**src/rtl/led_pattern_gen_pkg.sv**
```systemverilog
// Shared encodings for the LED pattern generator: pattern modes, direction flags
// and the prescaler width helper.
package led_pkg;

  typedef enum logic [1:0] {
    MODE_BLINK   = 2'd0,
    MODE_CHASE   = 2'd1,
    MODE_BOUNCE  = 2'd2,
    MODE_BREATHE = 2'd3
  } led_mode_e;

  typedef enum logic {
    DIR_LEFT  = 1'b0,
    DIR_RIGHT = 1'b1
  } pos_dir_e;

  typedef enum logic {
    DIR_UP   = 1'b0,
    DIR_DOWN = 1'b1
  } duty_dir_e;

  // Bits needed to count up to the larger of the two terminal values (at least 1).
  function automatic int cnt_width(input int tick_div, input int breathe_div);
    int max_div;
    int w;
    max_div = (tick_div > breathe_div) ? tick_div : breathe_div;
    w = $clog2(max_div + 1);
    return (w < 1) ? 1 : w;
  endfunction

endpackage

```
**src/rtl/led_pattern_gen_if.sv**
```systemverilog
// Control/status bundle between the board-level controller and the LED generator.
interface led_pattern_gen_if #(
  parameter int NUM_LED = 4
);
  logic               en;
  logic [1:0]         mode;
  logic [NUM_LED-1:0] led;
  logic               tick;

  modport master (output en, output mode, input led, input tick);
  modport slave  (input en, input mode, output led, output tick);
endinterface

```
**src/rtl/led_pattern_gen_prescaler.sv**
```systemverilog
// Terminal-count divider: counts 0..i_term while enabled and flags the wrap cycle.
module led_prescaler #(
  parameter int CNT_W = 4
) (
  input  logic             i_clk,
  input  logic             i_rst_n,
  input  logic             i_clr,
  input  logic             i_en,
  input  logic [CNT_W-1:0] i_term,
  output logic             o_step
);

  logic [CNT_W-1:0] r_cnt;

  assign o_step = i_en && (r_cnt >= i_term);

  // Count register: synchronous clear wins, hold while disabled, wrap at terminal.
  always_ff @(posedge i_clk or negedge i_rst_n) begin
    if (!i_rst_n) begin
      r_cnt <= '0;
    end else if (i_clr) begin
      r_cnt <= '0;
    end else if (i_en) begin
      if (r_cnt >= i_term) begin
        r_cnt <= '0;
      end else begin
        r_cnt <= r_cnt + {{(CNT_W-1){1'b0}}, 1'b1};
      end
    end else begin
      r_cnt <= r_cnt;
    end
  end

endmodule

```
**src/rtl/led_pattern_gen.sv**
```systemverilog
// Parametrised LED driver with blink, chase, bounce and PWM breathe patterns,
// stepped by an internal prescaler; LED and TICK are registered.
module led_pattern_gen
  import led_pkg::*;
#(
  parameter int NUM_LED     = 4,
  parameter int TICK_DIV    = 124999999,
  parameter int BREATHE_DIV = 488280,
  parameter int PWM_BITS    = 8
) (
  input  logic               i_clk,
  input  logic               i_rst_n,
  led_pattern_gen_if.slave   bus
);

  localparam int                  CNT_W        = cnt_width(TICK_DIV, BREATHE_DIV);
  localparam logic [CNT_W-1:0]    TICK_TERM    = CNT_W'(TICK_DIV);
  localparam logic [CNT_W-1:0]    BREATHE_TERM = CNT_W'(BREATHE_DIV);
  localparam logic [PWM_BITS-1:0] DUTY_MAX     = {PWM_BITS{1'b1}};
  localparam logic [PWM_BITS-1:0] DUTY_ONE     = PWM_BITS'(1);
  localparam logic [NUM_LED-1:0]  LED_BIT0     = NUM_LED'(1);

  led_mode_e             r_mode;
  logic [NUM_LED-1:0]    r_led;
  logic                  r_tick;
  pos_dir_e              r_pos_dir;
  logic [PWM_BITS-1:0]   r_duty;
  duty_dir_e             r_duty_dir;
  logic [PWM_BITS-1:0]   r_pwm;

  led_mode_e             w_mode_nxt;
  logic [NUM_LED-1:0]    w_led_nxt;
  logic                  w_tick_nxt;
  pos_dir_e              w_pos_dir_nxt;
  logic [PWM_BITS-1:0]   w_duty_nxt;
  duty_dir_e             w_duty_dir_nxt;
  logic [PWM_BITS-1:0]   w_pwm_nxt;

  logic                  w_mode_chg;
  logic [CNT_W-1:0]      w_term;
  logic                  w_presc_step;
  logic                  w_step;

  assign w_mode_chg = (bus.mode != r_mode);
  assign w_term     = (r_mode == MODE_BREATHE) ? BREATHE_TERM : TICK_TERM;
  // A mode change restarts the period, so a coincident terminal count is dropped.
  assign w_step     = w_presc_step && !w_mode_chg;

  led_prescaler #(
    .CNT_W (CNT_W)
  ) u_prescaler (
    .i_clk   (i_clk),
    .i_rst_n (i_rst_n),
    .i_clr   (w_mode_chg),
    .i_en    (bus.en),
    .i_term  (w_term),
    .o_step  (w_presc_step)
  );

  // Next-state logic: mode init on change, otherwise advance the active pattern.
  always_comb begin
    w_mode_nxt     = r_mode;
    w_led_nxt      = r_led;
    w_tick_nxt     = 1'b0;
    w_pos_dir_nxt  = r_pos_dir;
    w_duty_nxt     = r_duty;
    w_duty_dir_nxt = r_duty_dir;
    w_pwm_nxt      = r_pwm;

    if (w_mode_chg) begin
      w_mode_nxt = led_mode_e'(bus.mode);
      w_pwm_nxt  = '0;
      case (led_mode_e'(bus.mode))
        MODE_CHASE, MODE_BOUNCE: begin
          w_led_nxt     = LED_BIT0;
          w_pos_dir_nxt = DIR_LEFT;
        end
        MODE_BREATHE: begin
          w_led_nxt      = '0;
          w_duty_nxt     = '0;
          w_duty_dir_nxt = DIR_UP;
        end
        default: begin
          w_led_nxt = '0;
        end
      endcase
    end else begin
      w_tick_nxt = w_step;
      if (bus.en) begin
        w_pwm_nxt = r_pwm + DUTY_ONE;
      end else begin
        w_pwm_nxt = r_pwm;
      end

      case (r_mode)
        MODE_BLINK: begin
          if (w_step) begin
            w_led_nxt = ~r_led;
          end else begin
            w_led_nxt = r_led;
          end
        end
        MODE_CHASE: begin
          if (w_step) begin
            w_led_nxt = {r_led[NUM_LED-2:0], r_led[NUM_LED-1]};
          end else begin
            w_led_nxt = r_led;
          end
        end
        MODE_BOUNCE: begin
          if (!w_step) begin
            w_led_nxt = r_led;
          end else if (r_pos_dir == DIR_LEFT) begin
            w_led_nxt = {r_led[NUM_LED-2:0], 1'b0};
            if (r_led[NUM_LED-2] || r_led[NUM_LED-1]) begin
              w_pos_dir_nxt = DIR_RIGHT;
            end else begin
              w_pos_dir_nxt = DIR_LEFT;
            end
          end else begin
            w_led_nxt = {1'b0, r_led[NUM_LED-1:1]};
            if (r_led[1] || r_led[0]) begin
              w_pos_dir_nxt = DIR_LEFT;
            end else begin
              w_pos_dir_nxt = DIR_RIGHT;
            end
          end
        end
        MODE_BREATHE: begin
          if (!w_step) begin
            w_duty_nxt = r_duty;
          end else if (r_duty_dir == DIR_UP) begin
            if (r_duty != DUTY_MAX) begin
              w_duty_nxt = r_duty + DUTY_ONE;
            end else begin
              w_duty_nxt = r_duty;
            end
            if (r_duty >= (DUTY_MAX - DUTY_ONE)) begin
              w_duty_dir_nxt = DIR_DOWN;
            end else begin
              w_duty_dir_nxt = DIR_UP;
            end
          end else begin
            if (r_duty != '0) begin
              w_duty_nxt = r_duty - DUTY_ONE;
            end else begin
              w_duty_nxt = r_duty;
            end
            if (r_duty <= DUTY_ONE) begin
              w_duty_dir_nxt = DIR_UP;
            end else begin
              w_duty_dir_nxt = DIR_DOWN;
            end
          end
          // PWM output freezes with the counter when disabled.
          if (bus.en) begin
            w_led_nxt = {NUM_LED{(r_pwm < r_duty)}};
          end else begin
            w_led_nxt = r_led;
          end
        end
        default: begin
          w_led_nxt = r_led;
        end
      endcase
    end
  end

  // State and output registers.
  always_ff @(posedge i_clk or negedge i_rst_n) begin
    if (!i_rst_n) begin
      r_mode     <= MODE_BLINK;
      r_led      <= '0;
      r_tick     <= 1'b0;
      r_pos_dir  <= DIR_LEFT;
      r_duty     <= '0;
      r_duty_dir <= DIR_UP;
      r_pwm      <= '0;
    end else begin
      r_mode     <= w_mode_nxt;
      r_led      <= w_led_nxt;
      r_tick     <= w_tick_nxt;
      r_pos_dir  <= w_pos_dir_nxt;
      r_duty     <= w_duty_nxt;
      r_duty_dir <= w_duty_dir_nxt;
      r_pwm      <= w_pwm_nxt;
    end
  end

  assign bus.led  = r_led;
  assign bus.tick = r_tick;

endmodule

```
**src/flat_wrapper.sv**
```systemverilog
// flat-port wrapper written by rule: the top's interface ports become plain ports
module led_pattern_gen_flat import led_pkg::*;
#(
  parameter int NUM_LED     = 4,
  parameter int TICK_DIV    = 124999999,
  parameter int BREATHE_DIV = 488280,
  parameter int PWM_BITS    = 8
)
  (i_clk, i_rst_n, bus_en, bus_mode, bus_led, bus_tick);
  led_pattern_gen_if #(.NUM_LED(NUM_LED)) bus_i ();
  input  logic i_clk;
  input  logic i_rst_n;
  input wire logic [$bits(bus_i.en)-1:0] bus_en;
  input wire logic [$bits(bus_i.mode)-1:0] bus_mode;
  output wire logic [$bits(bus_i.led)-1:0] bus_led;
  output wire logic [$bits(bus_i.tick)-1:0] bus_tick;
  assign bus_i.en = bus_en;
  assign bus_i.mode = bus_mode;
  assign bus_led = bus_i.led;
  assign bus_tick = bus_i.tick;
  led_pattern_gen #(.NUM_LED(NUM_LED), .TICK_DIV(TICK_DIV), .BREATHE_DIV(BREATHE_DIV), .PWM_BITS(PWM_BITS)) u_core (.i_clk(i_clk), .i_rst_n(i_rst_n), .bus(bus_i));
endmodule
```
**config.mk**
```make
export PLATFORM = sky130hd
export DESIGN_NAME = led_pattern_gen_flat
export DESIGN_NICKNAME = d
export VERILOG_FILES = /design/src/rtl/led_pattern_gen_pkg.sv /design/src/rtl/led_pattern_gen_if.sv /design/src/rtl/led_pattern_gen_prescaler.sv /design/src/rtl/led_pattern_gen.sv /design/src/flat_wrapper.sv
export SDC_FILE = /design/constraint.sdc
export NUM_CORES = 1
export LEC_CHECK = 0
export ABC_CLOCK_PERIOD_IN_PS = 3100
export CORE_ASPECT_RATIO = 1.25
export CORE_MARGIN = 5
export CORE_UTILIZATION = 45
export CTS_CLUSTER_DIAMETER = 50
export CTS_CLUSTER_SIZE = 16
export DETAILED_ROUTE_END_ITERATION = 16
export PLACE_DENSITY_LB_ADDON = 0.3
export SLEW_MARGIN = 15
export SYNTH_ARGS = -nofsm -noshare
export SYNTH_HDL_FRONTEND = slang
export SYNTH_SLANG_ARGS = --single-unit
```
**constraint.sdc**
```tcl
create_clock -name i_clk -period 3.1 [get_ports i_clk]
set_input_delay 0.31 -clock i_clk [delete_from_list [all_inputs] [get_ports i_clk]]
set_output_delay 0.31 -clock i_clk [all_outputs]
set_load 0.1 [all_outputs]
```
==> metrics.yaml <==
avgViaCountPerCell: 6.264
drive_above_1_share_pct: 9.545
share_comb_of_total_power_pct: 17.3
grt_pass1_wl_microns: 16080
maxSlewHeadroom_pct: 35.61
yosysWarningCount: 0
drtIter0Drc: 222
slowest_stage: "a211oi_2"
clock_path_buffers: 2
hold_buffers: 0
async_flop_share_pct: 100.0
swShare_pct: 30.05
path_clk_slew_ns: 0.10
synth_area_sq_mm: 0.003575
violations: "negative hold slack"
power-per-cell-area_mw_per_mm2: 378.9
grt-ovfl-total: 0
die_x_microns: 89.72
p_int_mw: 1.049
cp_max_fo: 9
final.setup_skew_ns: 0.009273
wl_per_cell_microns: 17.50
switching_power_mw: 0.4504
cts_buffers: 5
dp_cells: 523
fin_cells: 535
die_h_microns: 109.7
diodes: 0
outcome: "finished, violations left"
hold_viol: 1
hpwlAfterDp_microns: 6828
irDropWorstVdd_uv: 207.4
drt-total-wl_microns: 9363
worst_path_most_repeated_cell: "buf_4"
synth-edff-count: 0
finalCritPeriodShare_pct: 93.19
initial_core_util_pct: 45.87
critical-path-top-delay-family: "compound AO/OA/AOI/OAI gates"
cts.sinks: 52
p_leak_nw: 1.674
crit_path_start_kind: "flop"
final_util_pct: 50.77
syn-instance-count: 423
rsz0062_at_grt: "false"
netlist-cell-type-count: 55
grt_pass1_vias: 3328
fin_hold_ws_ns: -0.0006110
cts_htree_levels: 2
pin_count: 10
gp_congestion: 0.9544
ys.flop_type: "dfrtp_1"
ant_nets: 0
max_freq_ghz: 0.3461
yosysSeqAreaShare_pct: 36.40
period_needed_ns: 2.889
worstSkewPairLatency_ns: 0.32
core_sq_mm: 0.007792
vias: 3351
dr.pass1.iters: 5
portBuffers: 9
area_growth_pct: 10.68
p_clk_share_pct: 33.8
syn_nets: 448
cts_tree: "built"
path_buf_inv: 3
setup_viol: 0
cts_root_buffer: "clkbuf_8"
num_rows: 36
tightest_slew_ns: 0.9628
critPathKind: "reg2reg"
grt_max_degree: 28
seq_power_share_pct: 48.9
cp.required_ns: 3.33
crit_chain: "and2_1 -> inv_2 -> ha_1 -> nor2b_1 -> a221oi_1 -> a21oi_1 -> o21ai_4 -> buf_4 -> a211oi_2 -> buf_4 -> nand4_1 -> o211ai_1"
drv_slew: 0
num-nets-final: 464
synth-seq-cells: 52
avgSynthCellArea_sq_um: 8.451
cap_violations: 0
drc: 0
tns_ns: 0
critPathCaptureType: "flop"
dieArea_sq_mm: 0.009838
hold_path_class: "in2async"
cp_slowest_stage_delay_ns: 0.49
antenna_found_initial: 0
grt_use_total_pct: 19.78
worstPathArrival_ns: 3.12
registers in the layout, indices dropped and copies added, names as in the netlist:
name / cells
u_core.r_duty_dir: 1
u_core.r_pwm: 8
u_core.r_pos_dir: 1
u_core.r_mode: 2
u_core.bus.tick: 1
u_core.bus.led: 4
u_core.u_prescaler.r_cnt: 27
u_core.r_duty: 8
area by class of cell:
| class | count | area, sq um |
|---|---|---|
| inverter | 23 | 86.33 |
| sequential | 52 | 1301 |
| multi-input combinational | 328 | 2103 |
| tap | 95 | 118.9 |
| clock inverter | 2 | 38.79 |
| fill | 733 | 3836 |
| clock buffer | 6 | 82.58 |
| timing repair buffer | 29 | 225.2 |
repair_timing:
item	in CTS	in global routing
setup buffers	0	4
resized for setup	0	0
endpoints found under the setup margin	0	1
path summary, 6_finish.rpt:
path / slack (ns) / end / from / cells past startpoint
min: -0.0006 / u_core.r_pwm[4]$_DFFE_PN0P_ / i_rst_n / 1
min reg2reg: 0.56 / u_core.r_pwm[7]$_DFFE_PN0P_ / u_core.r_pwm[7]$_DFFE_PN0P_ / 2
max reg2reg: 0.21 / u_core.u_prescaler.r_cnt[17]$_DFFE_PN0P_ / u_core.r_mode[1]$_DFFE_PN0N_ / 12
max: 0.21 / u_core.u_prescaler.r_cnt[17]$_DFFE_PN0P_ / u_core.r_mode[1]$_DFFE_PN0N_ / 12
max in group asynchronous: 2.30 / u_core.u_prescaler.r_cnt[8]$_DFFE_PN0P_ / i_rst_n / 2
min in group i_clk: 0.55 / u_core.r_mode[0]$_DFFE_PN0N_ / bus_mode[0] / 1
Yosys cell counts (all sizes together) (12+ instances only):
library cell	instances	area share [%]
nand2	37	3.9
inv	22	2.3
ha	20	7.0
a21oi	31	4.4
nand3	22	3.1
dfrtp	52	36
nor2	29	3.0
o21ai	32	4.8
a21o	12	2.5
clkbuf	15	1.6
per-layer routing:
layer	up-vias	GRT usage, %	part of all wire, %	wire length [microns]
met1	1630	23.53	42	3972
met4	0	11.88	3.6	339
met2	98	33.32	49	4608
met5	-	0	0	0
met3	26	3.696	4.7	443
li1	1597	-	-	-
power groups by stage:
stage,combinational [mW],sequential [mW],clock (mW)
after floorplan,0.144,0.763,0
after global placement,0.249,0.743,0
after detailed placement,0.257,0.746,0
after CTS,0.259,0.732,0.518
after global routing,0.288,0.736,0.553
final,0.259,0.733,0.507
layout by cell type, fill, tap and decap left out, types with 7 or more instances in the layout:
| master | instances |
|---|---|
| nand3_1 | 22 |
| o21ai_0 | 29 |
| nor3_1 | 10 |
| nand2_1 | 37 |
| and2_1 | 7 |
| nand4_1 | 11 |
| buf_4 | 24 |
| a21o_1 | 12 |
| dfrtp_1 | 52 |
| and3_1 | 9 |
| ha_1 | 20 |
| a211oi_1 | 10 |
| a21oi_1 | 30 |
| nor2_1 | 29 |
| nor4_1 | 11 |
| inv_1 | 21 |
| o211ai_1 | 7 |
| or3_1 | 7 |
cells by family after synthesis:
family	count (synthesis)	synth area share, %
compound gates	125	23.28
buf+inv	43	4.760
mux	6	1.715
fa+ha+maj	20	7.000
xor+xnor	10	2.450
simple gates	167	24.40
flops	52	36.40
through the flow:
| stage | cell area [sq um] | worst slack [ns] | power, mW |
|---|---|---|---|
| floorplan | 3575 | 0.4594 | 0.9061 |
| global placement | 3805 | 0.3275 | 0.9921 |
| detailed placement | 3805 | 0.2109 | 1.003 |
| CTS | 3926 | 0.1866 | 1.509 |
| global route | 3956 | 0.01976 | 1.577 |
| finish | 3956 | 0.2110 | 1.499 |
(Power assumes the default switching activity.)
